===== src/rtl/rx_frame_pkg.sv =====
`default_nettype none
// ============================================================================
//  Module      : rx_frame_pkg
//  Description : Shared constants for the RX frame parser: sync bytes,
//                FSM state encoding, error codes and a length helper.
//                Optional feature macro: RX_FRAME_CHECKSUM_EN
//  Revision    : 1.0 - initial release
// ============================================================================
package rx_frame_pkg;

    // Frame delimiters: every frame starts with SYNC1 followed by SYNC2
    localparam logic [7:0] c_SYNC1_BYTE = 8'h55;
    localparam logic [7:0] c_SYNC2_BYTE = 8'hAA;

    // Parser state encoding
    localparam int unsigned c_STATE_W = 3;
    typedef logic [c_STATE_W-1:0] state_t;

    localparam state_t c_HUNT_SYNC1  = 3'd0;
    localparam state_t c_HUNT_SYNC2  = 3'd1;
    localparam state_t c_GET_LEN     = 3'd2;
    localparam state_t c_GET_PAYLOAD = 3'd3;
    localparam state_t c_GET_CSUM    = 3'd4;

    // err_code values reported alongside frame_err
    localparam logic [1:0] c_ERR_BAD_LEN  = 2'd0;
    localparam logic [1:0] c_ERR_CHECKSUM = 2'd1;
    localparam logic [1:0] c_ERR_OVERFLOW = 2'd2;
    localparam logic [1:0] c_ERR_TIMEOUT  = 2'd3;

    // A LEN byte is usable when it names at least one and at most max_len bytes
    function automatic logic len_in_range(input logic [7:0] len, input int unsigned max_len);
        return (len != 8'd0) && (32'(len) <= max_len);
    endfunction

endpackage
`default_nettype wire


===== src/rtl/rx_timeout_counter.sv =====
`default_nettype none
// ============================================================================
//  Module      : rx_timeout_counter
//  Description : Inter-byte idle counter. Counts enabled cycles since the
//                last restart; 'expired' is high in the TIMEOUT_CYCLES-th
//                consecutive idle cycle and stays high until restarted.
//  Revision    : 1.0 - initial release
// ============================================================================
module rx_timeout_counter #(
    parameter int unsigned TIMEOUT_CYCLES = 100000
) (
    input  logic clk,
    input  logic rst,
    input  logic restart,
    input  logic enable,
    output logic expired
);

    localparam int unsigned c_CNT_W = (TIMEOUT_CYCLES > 1) ? $clog2(TIMEOUT_CYCLES) : 1;
    localparam logic [c_CNT_W-1:0] c_LAST = c_CNT_W'(TIMEOUT_CYCLES - 1);

    logic [c_CNT_W-1:0] r_cnt;

    // Idle cycle counter: cleared by a byte or while disabled, saturates at the last value
    always_ff @(posedge clk) begin
        if (rst || restart || !enable) begin
            r_cnt <= '0;
        end else if (r_cnt != c_LAST) begin
            r_cnt <= r_cnt + c_CNT_W'(1);
        end
    end

    assign expired = enable && (r_cnt == c_LAST);

endmodule
`default_nettype wire


===== src/rtl/rx_frame_parser.sv =====
`default_nettype none
// ============================================================================
//  Module      : rx_frame_parser
//  Description : Byte-stream frame parser for frames of the form
//                55 AA LEN payload[LEN] (CSUM). Payload bytes are streamed
//                to a FIFO; completion and aborts are reported by pulses.
//                Optional feature macro: RX_FRAME_CHECKSUM_EN (adds the CSUM
//                byte and the running-sum check).
//  Revision    : 1.0 - initial release
// ============================================================================
module rx_frame_parser #(
    parameter int unsigned MAX_LEN        = 64,
    parameter int unsigned TIMEOUT_CYCLES = 100000
) (
    input  logic       clk,
    input  logic       rst,
    input  logic [7:0] rx_data,
    input  logic       rx_done_signal,
    input  logic       fifo_full,
    output logic       fifo_wr_en,
    output logic [7:0] fifo_wr_data,
    output logic       frame_done,
    output logic       frame_err,
    output logic [1:0] err_code,
    output logic [7:0] frame_len,
    output logic       busy
);

    import rx_frame_pkg::*;

    state_t     r_state;
    state_t     w_state_nxt;
    logic [7:0] r_len;
    logic [7:0] r_cnt;
    logic       w_expired;
    logic       w_len_ok;
    logic       w_last;

    logic       w_wr_en;
    logic       w_done;
    logic       w_err;
    logic [1:0] w_err_code;

    logic       r_wr_en;
    logic [7:0] r_wr_data;
    logic       r_done;
    logic       r_err;
    logic [1:0] r_err_code;
    logic [7:0] r_frame_len;

`ifdef RX_FRAME_CHECKSUM_EN
    logic [7:0] r_sum;
    logic       w_csum_ok;
    assign w_csum_ok = (rx_data == r_sum);
`endif

    assign busy     = (r_state != c_HUNT_SYNC1);
    assign w_len_ok = len_in_range(rx_data, MAX_LEN);
    assign w_last   = (r_cnt == (r_len - 8'd1));

    rx_timeout_counter #(
        .TIMEOUT_CYCLES (TIMEOUT_CYCLES)
    ) u_timeout (
        .clk     (clk),
        .rst     (rst),
        .restart (rx_done_signal),
        .enable  (busy),
        .expired (w_expired)
    );

    // State register
    always_ff @(posedge clk) begin
        if (rst) begin
            r_state <= c_HUNT_SYNC1;
        end else begin
            r_state <= w_state_nxt;
        end
    end

    // Next-state logic; an arriving byte always wins over a timeout in the same cycle
    always_comb begin
        w_state_nxt = r_state;
        if (rx_done_signal) begin
            case (r_state)
                c_HUNT_SYNC1: begin
                    if (rx_data == c_SYNC1_BYTE) w_state_nxt = c_HUNT_SYNC2;
                end
                c_HUNT_SYNC2: begin
                    if (rx_data == c_SYNC2_BYTE)      w_state_nxt = c_GET_LEN;
                    else if (rx_data != c_SYNC1_BYTE) w_state_nxt = c_HUNT_SYNC1;
                end
                c_GET_LEN: begin
                    w_state_nxt = w_len_ok ? c_GET_PAYLOAD : c_HUNT_SYNC1;
                end
                c_GET_PAYLOAD: begin
                    if (fifo_full) begin
                        w_state_nxt = c_HUNT_SYNC1;
                    end else if (w_last) begin
`ifdef RX_FRAME_CHECKSUM_EN
                        w_state_nxt = c_GET_CSUM;
`else
                        w_state_nxt = c_HUNT_SYNC1;
`endif
                    end
                end
`ifdef RX_FRAME_CHECKSUM_EN
                c_GET_CSUM: begin
                    w_state_nxt = c_HUNT_SYNC1;
                end
`endif
                default: begin
                    w_state_nxt = c_HUNT_SYNC1;
                end
            endcase
        end else if (w_expired) begin
            w_state_nxt = c_HUNT_SYNC1;
        end
    end

    // Output decode: payload write, accept and abort decisions for this cycle
    always_comb begin
        w_wr_en    = 1'b0;
        w_done     = 1'b0;
        w_err      = 1'b0;
        w_err_code = c_ERR_BAD_LEN;
        if (rx_done_signal) begin
            case (r_state)
                c_GET_LEN: begin
                    if (!w_len_ok) begin
                        w_err      = 1'b1;
                        w_err_code = c_ERR_BAD_LEN;
                    end
                end
                c_GET_PAYLOAD: begin
                    if (fifo_full) begin
                        w_err      = 1'b1;
                        w_err_code = c_ERR_OVERFLOW;
                    end else begin
                        w_wr_en = 1'b1;
`ifndef RX_FRAME_CHECKSUM_EN
                        w_done  = w_last;
`endif
                    end
                end
`ifdef RX_FRAME_CHECKSUM_EN
                c_GET_CSUM: begin
                    if (w_csum_ok) begin
                        w_done = 1'b1;
                    end else begin
                        w_err      = 1'b1;
                        w_err_code = c_ERR_CHECKSUM;
                    end
                end
`endif
                default: begin
                end
            endcase
        end else if (w_expired) begin
            w_err      = 1'b1;
            w_err_code = c_ERR_TIMEOUT;
        end
    end

    // Registered outputs: pulses appear one cycle after the triggering event
    always_ff @(posedge clk) begin
        if (rst) begin
            r_wr_en     <= 1'b0;
            r_wr_data   <= 8'd0;
            r_done      <= 1'b0;
            r_err       <= 1'b0;
            r_err_code  <= c_ERR_BAD_LEN;
            r_frame_len <= 8'd0;
        end else begin
            r_wr_en <= w_wr_en;
            r_done  <= w_done;
            r_err   <= w_err;
            if (w_wr_en) r_wr_data   <= rx_data;
            if (w_err)   r_err_code  <= w_err_code;
            if (w_done)  r_frame_len <= r_len;
        end
    end

    // Frame datapath: latched length, payload byte counter and running sum
    always_ff @(posedge clk) begin
        if (rst) begin
            r_len <= 8'd0;
            r_cnt <= 8'd0;
`ifdef RX_FRAME_CHECKSUM_EN
            r_sum <= 8'd0;
`endif
        end else if (rx_done_signal) begin
            if (r_state == c_GET_LEN && w_len_ok) begin
                r_len <= rx_data;
                r_cnt <= 8'd0;
`ifdef RX_FRAME_CHECKSUM_EN
                r_sum <= rx_data;
`endif
            end else if (r_state == c_GET_PAYLOAD && !fifo_full) begin
                r_cnt <= r_cnt + 8'd1;
`ifdef RX_FRAME_CHECKSUM_EN
                r_sum <= r_sum + rx_data;
`endif
            end
        end
    end

    assign fifo_wr_en   = r_wr_en;
    assign fifo_wr_data = r_wr_data;
    assign frame_done   = r_done;
    assign frame_err    = r_err;
    assign err_code     = r_err_code;
    assign frame_len    = r_frame_len;

endmodule
`default_nettype wire


===== config.mk =====
export PLATFORM = sky130hd
export DESIGN_NAME = rx_frame_parser
export DESIGN_NICKNAME = d
export VERILOG_FILES = /design/src/rtl/rx_frame_pkg.sv /design/src/rtl/rx_timeout_counter.sv /design/src/rtl/rx_frame_parser.sv
export SDC_FILE = /design/constraint.sdc
export NUM_CORES = 1
export LEC_CHECK = 0
export ABC_CLOCK_PERIOD_IN_PS = 3000
export CORE_UTILIZATION = 40
export DETAILED_ROUTE_END_ITERATION = 7
export DONT_BUFFER_PORTS = 1
export PLACE_DENSITY = 0.56
export SLEW_MARGIN = 20
export SYNTH_ARGS = -nofsm -noshare
export SYNTH_HDL_FRONTEND = slang
export SYNTH_SLANG_ARGS = --single-unit

===== constraint.sdc =====
create_clock -name clk -period 3 [get_ports clk]
set_clock_uncertainty 0.05 [all_clocks]
set_input_delay 0.15 -clock clk [delete_from_list [all_inputs] [get_ports clk]]
set_output_delay 0.15 -clock clk [all_outputs]
set_load 0.02 [all_outputs]

Yosys cells after proc, flatten, opt, wreduce, memory -nomap -nowiden:

Cells that the tools add are included.

* memories: 0
* bits in latches: 0
* flip-flop bits (word level): 57
* memory bits (writable): 0
* ROM bits: 0

* multiply operators: 0
* multiplexer cells: 26
* bitwise gates (word level): 0
* equal/unequal tests: 12
* $lt $le $gt $ge: 1
* divide/modulo/power cells: 0
* shifts and indexed selects: 0
* reductions and logical operators: 16
* $add $sub $neg: 3

Operator list (count)
* 2-to-1 mux 3 bit: 7
* adder 17 x 1 -> 17 bit, second input constant: 1
* == test 17 bit, second input constant: 1
* inequality test 17 bit, second input constant: 1
* 2-to-1 mux 8 bit: 2
* case mux 3 bit (4 select lines): 1
* 2-to-1 mux 1 bit: 10
* 2-to-1 mux 2 bit: 5
* adder 8 x 1 -> 8 bit, second input constant: 1
* == test 8 x 7 -> 1 bit, second input constant: 1
* == test 8 bit: 1
* == test 8 bit, second input constant: 1
* less-or-equal comparator 8 x 7 -> 1 bit, second input constant: 1
* inequality test 4 bit, second input constant: 2
* inequality test 8 x 7 -> 1 bit, second input constant: 1
* nonzero test 8 bit: 1
* subtractor 8 x 1 -> 8 bit, second input constant: 1
* == test 3 x 2 -> 1 bit, second input constant: 2
* logical AND 1 bit: 4
* AND reduction 2 bit: 2
* AND reduction 4 bit: 1
* nonzero test 2 bit: 2
* == test 3 x 1 -> 1 bit, second input constant: 1
* logical NOT 3 bit: 1
* other kinds (5): 7

Longest topological paths before layout:

Gate-level depths: netlist of the first run.

* depth after elaboration: 6
* depth in mapped cells: 11

Modules after synthesis:

From an unflattened synthesis of the first run, not the netlist that was laid out.

* cell total of the unflattened synthesis: 317
* area total of the unflattened synthesis: 2727.6 µm²

By module, submodules not included
* rx_frame_parser: cells an instance 224, times used 1, area each 1879.3 µm²
* rx_timeout_counter: cells an instance 93, times used 1, area each 848.3 µm²

Worst setup path after synthesis of the first run:

Ideal clock, no wire load.

* kind: register -> register
* start: register r_len[0]
* end: register r_state[0]
* data arrival time: 2.112 ns
* buffers on the path: 2
* setup time: 0.121 ns
* period minus slack after synthesis: 2.283 ns
* cell stages (with the launch flop): 11
* data required time: 2.829 ns
* path slack: 0.717 ns
* cell sequence: dfxtp_1 -> buf_2 -> inv_1 -> ha_1 -> buf_2 -> o21bai_1 -> a2111oi_0 -> a311o_1 -> o211ai_2 -> a21oi_2 -> mux2_4

* cells in the longest elaborated chain, start to end: 4

Ends and longest elaborated chain
* from (decl): line rx_frame_parser.sv:33 `logic [7:0] r_len;`
* from (signal assigned): line rx_frame_parser.sv:193 `r_len <= rx_data;`
* subtractor 8 x 1 -> 8 bit: line rx_frame_parser.sv:59 `assign w_last = (r_cnt == (r_len - 8'd1));`
* == test 8 bit: line rx_frame_parser.sv:59
* inequality test 4 bit (no line)
* AND reduction 4 bit (no line)
* to (signal assigned): line rx_frame_parser.sv:74 `r_state <= c_HUNT_SYNC1;`
* to (signal assigned): line rx_frame_parser.sv:76 `r_state <= w_state_nxt;`
* to (decl): line rx_frame_parser.sv:31 `state_t r_state;`

Every way passes these cells.
A chain may end at the register's enable or synchronous reset.

Worst setup path after layout of the first run:

Same ends and word-level chain as after synthesis.

==> summary.md, run 1 <==
| Metric | Value |
|---|---|
| Cell count of the worst reg-to-reg path | `8` |
| CP peak stage delay | `0.47 ns` |
| Initial DRC Count | `between 150 and 200` |
| Leakage | `1.03 nW` |
| Clk sink count | `56` |
| Clk Latency, worst-skew pair | `0.30 ns` |
| Starting density of the core | `0.424` |
| HP Class | `input port to flop` |
| WL final | `6070 um` |
| Slowest CP cell | `dfxtp_1` |
| Fin. Hold Viols | `0` |
| Most instantiated cells after synthesis | `dfxtp_1, nor2_1, nand2_1, xnor2_1` |
| TritonCTS buffer count | `5` |
| DR DRC count | `0` |
| Setup TNS Final | `0 ns` |
| Dpl hpwl | `4190 um` |
| Pin count of the biggest net entering global routing | `29` |
| GP Congestion | `0.842` |
| Crit path cell chain | `inv_1, ha_1, o21bai_1, a2111oi_0, a311o_1, o211ai_2, a21oi_2, mux2_4` |
| Leading area contributor after synthesis | `dfxtp_1` |
| Area contributors post-synth | `dfxtp_1, nor2_1, nand2_1` |
| Worst setup EP type | `flop` |
| Kind of critical path | `flop to flop` |
| Max Transition Viols Final | `0` |
| Crit path launch | `r_len[0]` |
| Yosys cell types | `56` |
| Cell Area, Synth | `2760 um^2` |
| Num ports | `34` |
| Most frequent cell after synthesis | `dfxtp_1` |
| Die Wd | `85.0 um` |
| Antenna cells | `0` |
| Initial antenna violation count | `0` |
| Post-DRT Antenna Nets | `0` |
| Die ar. | `just over 7000 um^2` |
| Row cnt | `29` |
| Dominant synthesized flop cell | `dfxtp_1` |
| Routed len/inst | `between 15 and 20 um` |
| Period utilization | `0.903` |
| Buffers on Ports | `0` |
| Via Count | `~2,100` |
| Root buffer cell | `clkbuf_8` |
| CTS clk-pin slew, worst paths | `0.10 ns` |
| Vias per cell | `5.35` |
| Fraction of layout cells with a size suffix above 1 | `0.0714` |
| Worst-Margin Slew | `1.05 ns` |
| Unrepaired setup endpoints after global routing | `false` |
| MaxCap Viol Count | `0` |
| Final setup viols | `0` |
| Async S/R FF share, synth | `0` |
| Seq/Total Area, Yosys | `0.407` |
| Max VDD drop | `233 uV` |
| Worst R2R Setup Slack | `0.29 ns` |
| Achievable clock frequency | `0.369 GHz` |
| Number of global-route vias before repair | `2,091` |
| Met2 usage | `0.291` |
| Layout area overhead | `8.90%` |
| DRT Pass-1 Iters | `5` |
| Worst rel slew slack | `0.296` |
| Post-CTS setup buffer count | `0` |
| Syn Nets | `~330` |
| GR Util met1 | `0.234` |
| Core area | `around 6500 um^2` |
| Number of flops mapped to enable cells by yosys | `0` |
| Met3 Use GR | `0.0418` |
| Worst setup path end | `r_state[0]` |
| CTS tree | `built` |
| Seq cells post-synth | `56` |
| FF-to-FF Start | `r_len[0]` |
| Min Tclk post-route | `2.71 ns` |
| Gate Count Post-Synth | `319` |
| Syn. warnings | `0` |
| DIE HEIGHT | `about 85 um` |
| Gr ovfl total | `0` |
| Synth top area share | `0.407` |
| Power density cells | `around 420 nW/um^2` |
| Clock H-tree levels | `2` |
| Startpoint Class | `flop` |
| GR peak layer | `met2` |
| Required time of the critical path | `~3.2 ns` |
| Reg-to-Reg End | `r_state[0]` |
| First-pass GRT wire length | `10,200 um` |
| Max FO, Critical Path | `11` |
| Total power | `0.00126 W` |
| Worst path arrival time | `2.86 ns` |
| Clock buffer depth | `2` |
| Mapped Avg Cell Area | `slightly below 9 um^2` |
| Fin nets | `336` |
| Total Routing Usage GR | `0.177` |
| Status | `finished clean` |
per-stage QoR:
stage / std cells / util / hold WS [ns] / setup slack, ns / instance area (um^2)
2_1_floorplan: 319 / - / 0.236 / 0.717 / 2760
3_3_place_gp: 380 / 0.429 / 0.174 / 0.417 / 2780
3_5_place_dp: 380 / 0.429 / 0.175 / 0.317 / 2780
4_1_cts: 399 / 0.462 / 0.0117 / 0.301 / 3000
5_1_grt: 399 / 0.462 / 0.0298 / 0.0778 / 3000
6_report: 399 / 0.462 / 0.0231 / 0.292 / 3000
layout make-up:
cell class                 instances  area [um^2]
timing repair buffer              14          133
clock buffer                       6         72.6
multi-input combinational        235         1510
tap                               77         96.3
clock inverter                     2         35.0
inverter                           9         33.8
sequential                        56         1120
fill                             631         3490
metal layers:
metal  vias to the layer above  wire, um
li1                       1121         -
met2                        32      2790
met1                       980      3010
met3                         2       235
met4                         0        33
met5                         -         0
sequential cells by signal, summed over array words and instances (netlist names):
register         flops
r_state              2
r_cnt                8
fifo_wr_data         8
fifo_wr_en           1
frame_err            1
u_timeout.r_cnt     17
r_len                8
err_code             2
frame_len            8
frame_done           1
power breakdown:
group | switching (W) | internal, W | leakage (nW)
logic | 0.0000192 | 0.0000127 | 0.528
clock network | 0.000236 | 0.000248 | 0.0552
registers | 0.0000000718 | 0.000743 | 0.451
total | 0.000256 | 0.00100 | 1.03
worst min-delay path by stage:
stage / slack (ns) / start / end / cells past startpoint
finish: 0.02 / rx_done_signal / r_state[1] / 2
global route: 0.03 / rst / r_state[0] / 2
CTS: 0.01 / rx_done_signal / r_state[1] / 2
detailed placement: 0.17 / rst / fifo_wr_data[3] / 1
global placement: 0.17 / rst / fifo_wr_data[2] / 1
floorplan: 0.24 / rx_data[0] / fifo_wr_data[0] / 2
critical path, delay by kind of cell, from the launching register on:
| family | cells | cell delay, ns |
|---|---|---|
| mux | 1 | 0.31 |
| fa+ha+maj | 1 | 0.31 |
| compound gates | 5 | 1.37 |
| buf+inv | 1 | 0.10 |
| flops | 1 | 0.47 |
kinds of logic after synthesis:
kind of cell             synth area share
multiplexers                       0.0527
AND/OR/NAND/NOR                     0.250
flip-flops                          0.407
buffers and inverters              0.0472
adder cells (fa/ha/maj)            0.0136
AO/OA/AOI/OAI                       0.138
XOR/XNOR                           0.0921
timing repair:
action / in CTS / in global routing
hold buffers: 11 / 0
endpoints found under the hold margin: 29 / 0
gates resized for setup: 0 / 0
placed cells by master (no fill, tap or decap), types with 2 or more instances in the layout:
| master | count |
|---|---|
| and3_1 | 8 |
| buf_4 | 3 |
| nand2_1 | 36 |
| ha_1 | 3 |
| or3_1 | 2 |
| nor3b_1 | 2 |
| nor2b_1 | 3 |
| xor2_1 | 14 |
| o41ai_1 | 4 |
| mux2i_1 | 13 |
| nand2b_1 | 2 |
| nor2_1 | 43 |
| inv_1 | 9 |
| a31oi_1 | 3 |
| and4b_1 | 2 |
| dfxtp_1 | 56 |
| nand3_1 | 9 |
| nor3_1 | 7 |
| clkbuf_8 | 5 |
| o2111ai_1 | 3 |
| xnor2_1 | 15 |
| a21o_1 | 2 |
| dlygate4sd3_1 | 11 |
| and2_1 | 3 |
| or2_2 | 2 |
| a21oi_1 | 14 |
| o21ai_0 | 5 |
| o211ai_1 | 5 |
| a211oi_1 | 2 |
| nand4_1 | 7 |
| a2111oi_0 | 2 |
No activity file was read; power rests on OpenSTA's default activity.
==> run 2, diff against run 1 <==
Settings changed: REMOVE_ABC_BUFFERS set to 1.
==> run 2 against run 1 <==
Compared with the run above: global-route usage shrank 0.67 points; utilization increased by 0.15 points; first-iteration DRC count down 54%; critical path type unchanged; critical endpoint unchanged; highest routed layer unchanged.
==> summary.md, run 2 (synthesis gave the netlist of run 1 again) <==
| Metric | Value |
|---|---|
| Worst-Margin Slew | `around 0.58 ns` |
| Fillcell total | `645` |
| Unrepaired setup endpoints after global routing | `false` |
| Gr ovfl total | `0` |
| Power density cells | `427 nW/um^2` |
| Commonest non-fill, non-tap cell in the layout | `dfxtp_1` |
| CTS clk-pin slew, worst paths | `approximately 0.11 ns` |
| Min Tclk post-route | `approximately 2.5 ns` |
| MaxCap Viol Count | `0` |
| Required time of the critical path | `3.16 ns` |
| Layout area overhead | `9.26%` |
| CP peak stage delay | `0.48 ns` |
| Fin. Hold Viols | `0` |
| Number of global-route vias before repair | `between 2,000 and 2,500` |
| DRT Pass-1 Iters | `6` |
| Clk Latency, worst-skew pair | `about 0.31 ns` |
| Largest Register | `u_timeout.r_cnt` |
| Met3 Use GR | `0.0370` |
| Worst rel slew slack | `0.610` |
| Setup TNS Final | `0 ns` |
| Post-DRT Antenna Nets | `0` |
| Buffers on Ports | `0` |
| Crit path cell chain | `inv_1, ha_1, o21bai_1, a2111oi_0, a311o_1, o211ai_2, a21oi_2, mux2_4` |
| Cts repair resizes | `0` |
| Via Count | `2,185` |
| Starting density of the core | `0.424` |
| Routed len/inst | `14.9 um` |
| Max VDD drop | `around 200 uV` |
| Cell count of the worst reg-to-reg path | `8` |
| GR Util met1 | `0.210` |
| DIE HEIGHT | `about 85 um` |
| Initial antenna violation count | `0` |
| TritonCTS buffer count | `5` |
| First-pass GRT wire length | `9810 um` |
| Most frequent cells in the layout | `dfxtp_1, nor2_1, nand2_1` |
| HP Class | `input port to flop` |
| Initial DRC Count | `slightly above 80` |
| Achievable clock frequency | `0.405 GHz` |
| Met2 usage | `0.303` |
| Leakage | `roughly 1.0 nW` |
| CTS tree | `built` |
| Vias per cell | `5.46` |
| Antenna cells | `0` |
| Pin count of the biggest net entering global routing | `29` |
| Clock H-tree levels | `2` |
| Die ar. | `around 7200 um^2` |
| DR DRC count | `0` |
| Kind of critical path | `flop to flop` |
| Clock buffer depth | `2` |
| Period utilization | `0.823` |
| Num ports | `34` |
| WL final | `5960 um` |
| Startpoint Class | `flop` |
| Total Routing Usage GR | `0.170` |
| Slowest CP cell | `dfxtp_1` |
| Cell count of the worst hold path | `2` |
| Worst setup EP type | `flop` |
| Status | `finished clean` |
| Worst path arrival time | `2.63 ns` |
| Max Transition Viols Final | `0` |
| GR peak layer | `met2` |
| Fin nets | `337` |
| Die Wd | `85.0 um` |
| Clk sink count | `56` |
| Dpl hpwl | `roughly 4100 um` |
| Fraction of layout cells with a size suffix above 1 | `0.0805` |
| GP Congestion | `~0.78` |
| Root buffer cell | `clkbuf_8` |
| Row cnt | `29` |
| Core area | `between 6000 and 7000 um^2` |
| Max reg flops | `17` |
| Max FO, Critical Path | `8` |
| Final setup viols | `0` |
| Hold WS | `0.0318 ns` |
## run 2: cell count changes in the layout (fill, tap and decap cells not counted), sizes merged
| cell | before | now |
|---|---|---|
| clkbuf | 6 | 5 |
| clkinv | 1 | 0 |
| buf | 3 | 5 |
| dlygate4sd3 | 11 | 10 |
| clkinvlp | 0 | 1 |
| inv | 9 | 10 |
## run 2: worst max-delay path: cells and delay by family (launching register included)
family          cells  cell delay (ns)
compound gates      5             1.13
flops               1             0.48
fa+ha+maj           1             0.31
mux                 1             0.31
buf+inv             1             0.10
## run 2: area by class of cell
type | instances | area (um^2) | area share
multi-input cells | 235 | 1510 | 0.501
flip-flops and latches | 56 | 1120 | 0.372
repair buffers | 15 | 135 | 0.0449
well taps | 77 | 96.3 | 0.0320
clock buffers | 5 | 68.8 | 0.0229
clock inverters | 3 | 46.3 | 0.0154
inverters | 9 | 33.8 | 0.0112
## run 2: per-stage QoR
step / power, W / setup slack (ns) / utilization / area (um^2) / std cells
floorplan: 0.000769 / 0.494 / - / 2660 / 300
global placement: 0.000773 / 0.631 / 0.430 / 2790 / 381
detailed placement: 0.000773 / 0.563 / 0.430 / 2790 / 381
CTS: 0.00131 / 0.534 / 0.464 / 3020 / 400
global route: 0.00134 / 0.311 / 0.464 / 3010 / 400
finish: 0.00128 / 0.531 / 0.464 / 3010 / 400
## run 2: metal layers
metal | up-vias | wire [um]
li1 | 1120 | -
met1 | 1021 | 2800
met2 | 42 | 2920
met3 | 2 | 219
met4 | 0 | 23
met5 | - | 0
## run 2: timing repair
action	in CTS	in global routing
setup buffers	0	0
hold buffers	11	0
endpoints found under the hold margin	29	0
## run 2: worst paths after layout
| kind | from | end | slack (ns) |
|---|---|---|---|
| setup reg to reg | r_len[0] | r_state[0] | 0.53 |
| hold reg to reg | u_timeout.r_cnt[2] | u_timeout.r_cnt[2] | 0.46 |
| hold / removal | rx_done_signal | err_code[1] | 0.03 |
| setup / recovery | r_len[0] | r_state[0] | 0.53 |
## run 2: where the power goes
part	internal, W	leakage (nW)	switching [W]
combinational	0.0000132	0.529	0.0000191
clock	0.000252	0.0548	0.000258
sequential	0.000743	0.451	0.0000000755
total	0.00101	1.03	0.000277
==> run 3, diff against run 2 <==
Settings changed: ABC_CLOCK_PERIOD_IN_PS 3000 to 2070, PLACE_DENSITY 0.56 to 0.58.
Clock period 3 ns to 2.07 ns, I/O delays scaled along.
==> run 3 against run 2 <==
Compared with the run above: critical path depth fell by 1; register-to-register slack got worse by 0.52 ns; global-route usage rose by 1.3 points; setup slack got worse by 0.52 ns; utilization rose by 3.6 points; clock power rose by 20%; sequential cell count did not move; via count rose by 4.0%; cell area rose by 7.8%.
==> summary.md, run 3 (synthesis gave the netlist of run 1 again) <==
| Metric | Value |
|---|---|
| FF-to-FF Start | `r_len[3]` |
| Num ports | `34` |
| HP Class | `input port to flop` |
| Max FO, Critical Path | `4` |
| Status | `finished clean` |
| Unrepaired setup endpoints after global routing | `true` |
| Commonest non-fill, non-tap cell in the layout | `dfxtp_1` |
| Switch share | `0.214` |
| Gate power share | `0.029` |
| Fin. Hold Viols | `0` |
| Achievable clock frequency | `0.485 GHz` |
| GP Congestion | `0.817` |
| Fraction of layout cells with a size suffix above 1 | `0.184` |
| Fillcell total | `621` |
| Total Routing Usage GR | `0.183` |
| Clk sink count | `56` |
| TritonCTS buffer count | `5` |
| Post-DRT Antenna Nets | `0` |
| Final non-filler cell total | `419` |
| Worst rel slew slack | `0.612` |
| Placement Cell Area | `about 2900 um^2` |
| Gr ovfl total | `0` |
| Min-delay src | `rx_data[7]` |
| Kind of critical path | `flop to flop` |
| Layout area overhead | `17.7%` |
| Starting density of the core | `0.424` |
| Crit path cell chain | `nor4_4, buf_4, a211oi_2, a311o_1, o211ai_2, a21oi_2, mux2_4` |
| Pin count of the biggest net entering global routing | `30` |
| Required time of the critical path | `2.22 ns` |
| Dpl hpwl | `about 4400 um` |
| Worst-Margin Slew | `between 0.5 and 0.6 ns` |
| Crit-path leading delay family | `compound AO/OA/AOI/OAI gates` |
| CTS tree | `built` |
| Leakage | `~1.1 nW` |
| Worst Path Buf+Inv | `1` |
| Most frequent cells in the layout | `dfxtp_1, nor2_1, nand2_1` |
| MaxCap Viol Count | `0` |
| Hold WS | `0.0184 ns` |
| Max Transition Viols Final | `0` |
| Clk network pwr share | `0.352` |
| Period utilization | `0.995` |
| Core area | `6490 um^2` |
| Antenna cells | `0` |
| Sw Pwr | `0.000372 W` |
| DRT Pass-1 Iters | `4` |
| Multi-input logic area | `1620 um^2` |
| WL final | `6360 um` |
| Slowest CP cell | `dfxtp_2` |
| Initial antenna violation count | `0` |
| Vias per cell | `5.42` |
| Cell count of the worst reg-to-reg path | `7` |
| Buffers on Ports | `0` |
| Worst path arrival time | `around 2.2 ns` |
| Worst setup EP type | `flop` |
| Setup TNS Final | `0 ns` |
| Number of global-route vias before repair | `2,205` |
| CP peak stage delay | `0.36 ns` |
| Reg power frac | `0.620` |
| First-pass GRT wire length | `10,500 um` |
| Clock H-tree levels | `2` |
| Final setup viols | `0` |
| Register area | `1130 um^2` |
| Hold path endpoint | `r_cnt[0]` |
| Reg-to-Reg End | `r_state[0]` |
| Row cnt | `29` |
| Routed len/inst | `15.2 um` |
| Clock buffer depth | `2` |
| Internal | `0.00136 W` |
| Placed cells | `between 300 and 400` |
| Worst R2R Setup Slack | `~0.0099 ns` |
| Max VDD drop | `331 uV` |
| Die Wd | `85.0 um` |
| Root buffer cell | `clkbuf_8` |
| DIE HEIGHT | `between 80 and 90 um` |
| Initial DRC Count | `126` |
| Via Count | `2,273` |
| Clk Latency, worst-skew pair | `0.30 ns` |
| Max reg flops | `17` |
| Power density cells | `535 nW/um^2` |
| Largest Register | `u_timeout.r_cnt` |
| CTS clk-pin slew, worst paths | `roughly 0.090 ns` |
| Cell count of the worst hold path | `4` |
| Min Tclk post-route | `2.06 ns` |
| Die ar. | `7230 um^2` |
| Fin nets | `roughly 360` |
| DR DRC count | `0` |
| Startpoint Class | `flop` |
| Post-route cell area | `roughly 3200 um^2` |
-- run 3: tightest hold or removal path, delay by kind of cell --
kind / cells / cell delay, ns
compound gates: 2 / 0.10
simple gates: 2 / 0.15
-- run 3: routing by layer --
| metal | track usage | share of wire | vias to the layer above | wire length (um) |
|---|---|---|---|---|
| li1 | - | - | 1156 | - |
| met1 | 0.221 | 0.44 | 1049 | 2810 |
| met2 | 0.313 | 0.49 | 56 | 3080 |
| met3 | 0.0438 | 0.051 | 12 | 323 |
| met4 | 0.0755 | 0.021 | 0 | 134 |
| met5 | 0 | 0 | - | 0 |
-- run 3: area by class of cell --
cell class,instances,area share
Inverter,9,0.0104
Timing Repair Buffer,34,0.0860
Clock inverter,2,0.00308
Tap cell,77,0.0297
Clock buffer,6,0.0254
Sequential cell,56,0.348
Multi-Input combinational cell,235,0.498
-- run 3: worst max path at each step --
| stage | startpoint | end | depth (start not counted) |
|---|---|---|---|
| after global routing | r_len[1] | frame_len[6] | 9 |
| final | r_len[3] | r_state[0] | 7 |
| after global placement | r_len[0] | r_state[0] | 8 |
| after CTS | r_len[4] | frame_len[6] | 7 |
| after floorplan | r_state[1] | r_cnt[6] | 6 |
| after detailed placement | r_len[0] | frame_len[6] | 9 |
-- run 3: power groups by stage --
stage	clock network (W)	logic (W)	registers (W)
2_1_floorplan	0	0.0000135	0.00110
4_1_cts	0.000637	0.0000500	0.00108
6_report	0.000610	0.0000496	0.00108
3_3_place_gp	0	0.0000200	0.00110
3_5_place_dp	0	0.0000199	0.00110
5_1_grt	0.000683	0.0000535	0.00108
-- run 3: timing repair --
action                     CTS  global route
buffers inserted             0             3
hold buffers                11             0
gates resized for setup      8            17
hold endpoints to repair    30             0
gates cloned                 1             0
pin swaps                    8             9
setup endpoints to repair    9            11
-- run 3: per-stage QoR --
step / setup WS, ns / power [W] / utilization
CTS: 0.00418 / 0.00176 / 0.484
detailed placement: -0.0791 / 0.00112 / 0.447
finish: 0.00995 / 0.00174 / 0.500
global placement: -0.0314 / 0.00112 / 0.447
global route: -0.112 / 0.00181 / 0.500
floorplan: -0.436 / 0.00112 / -
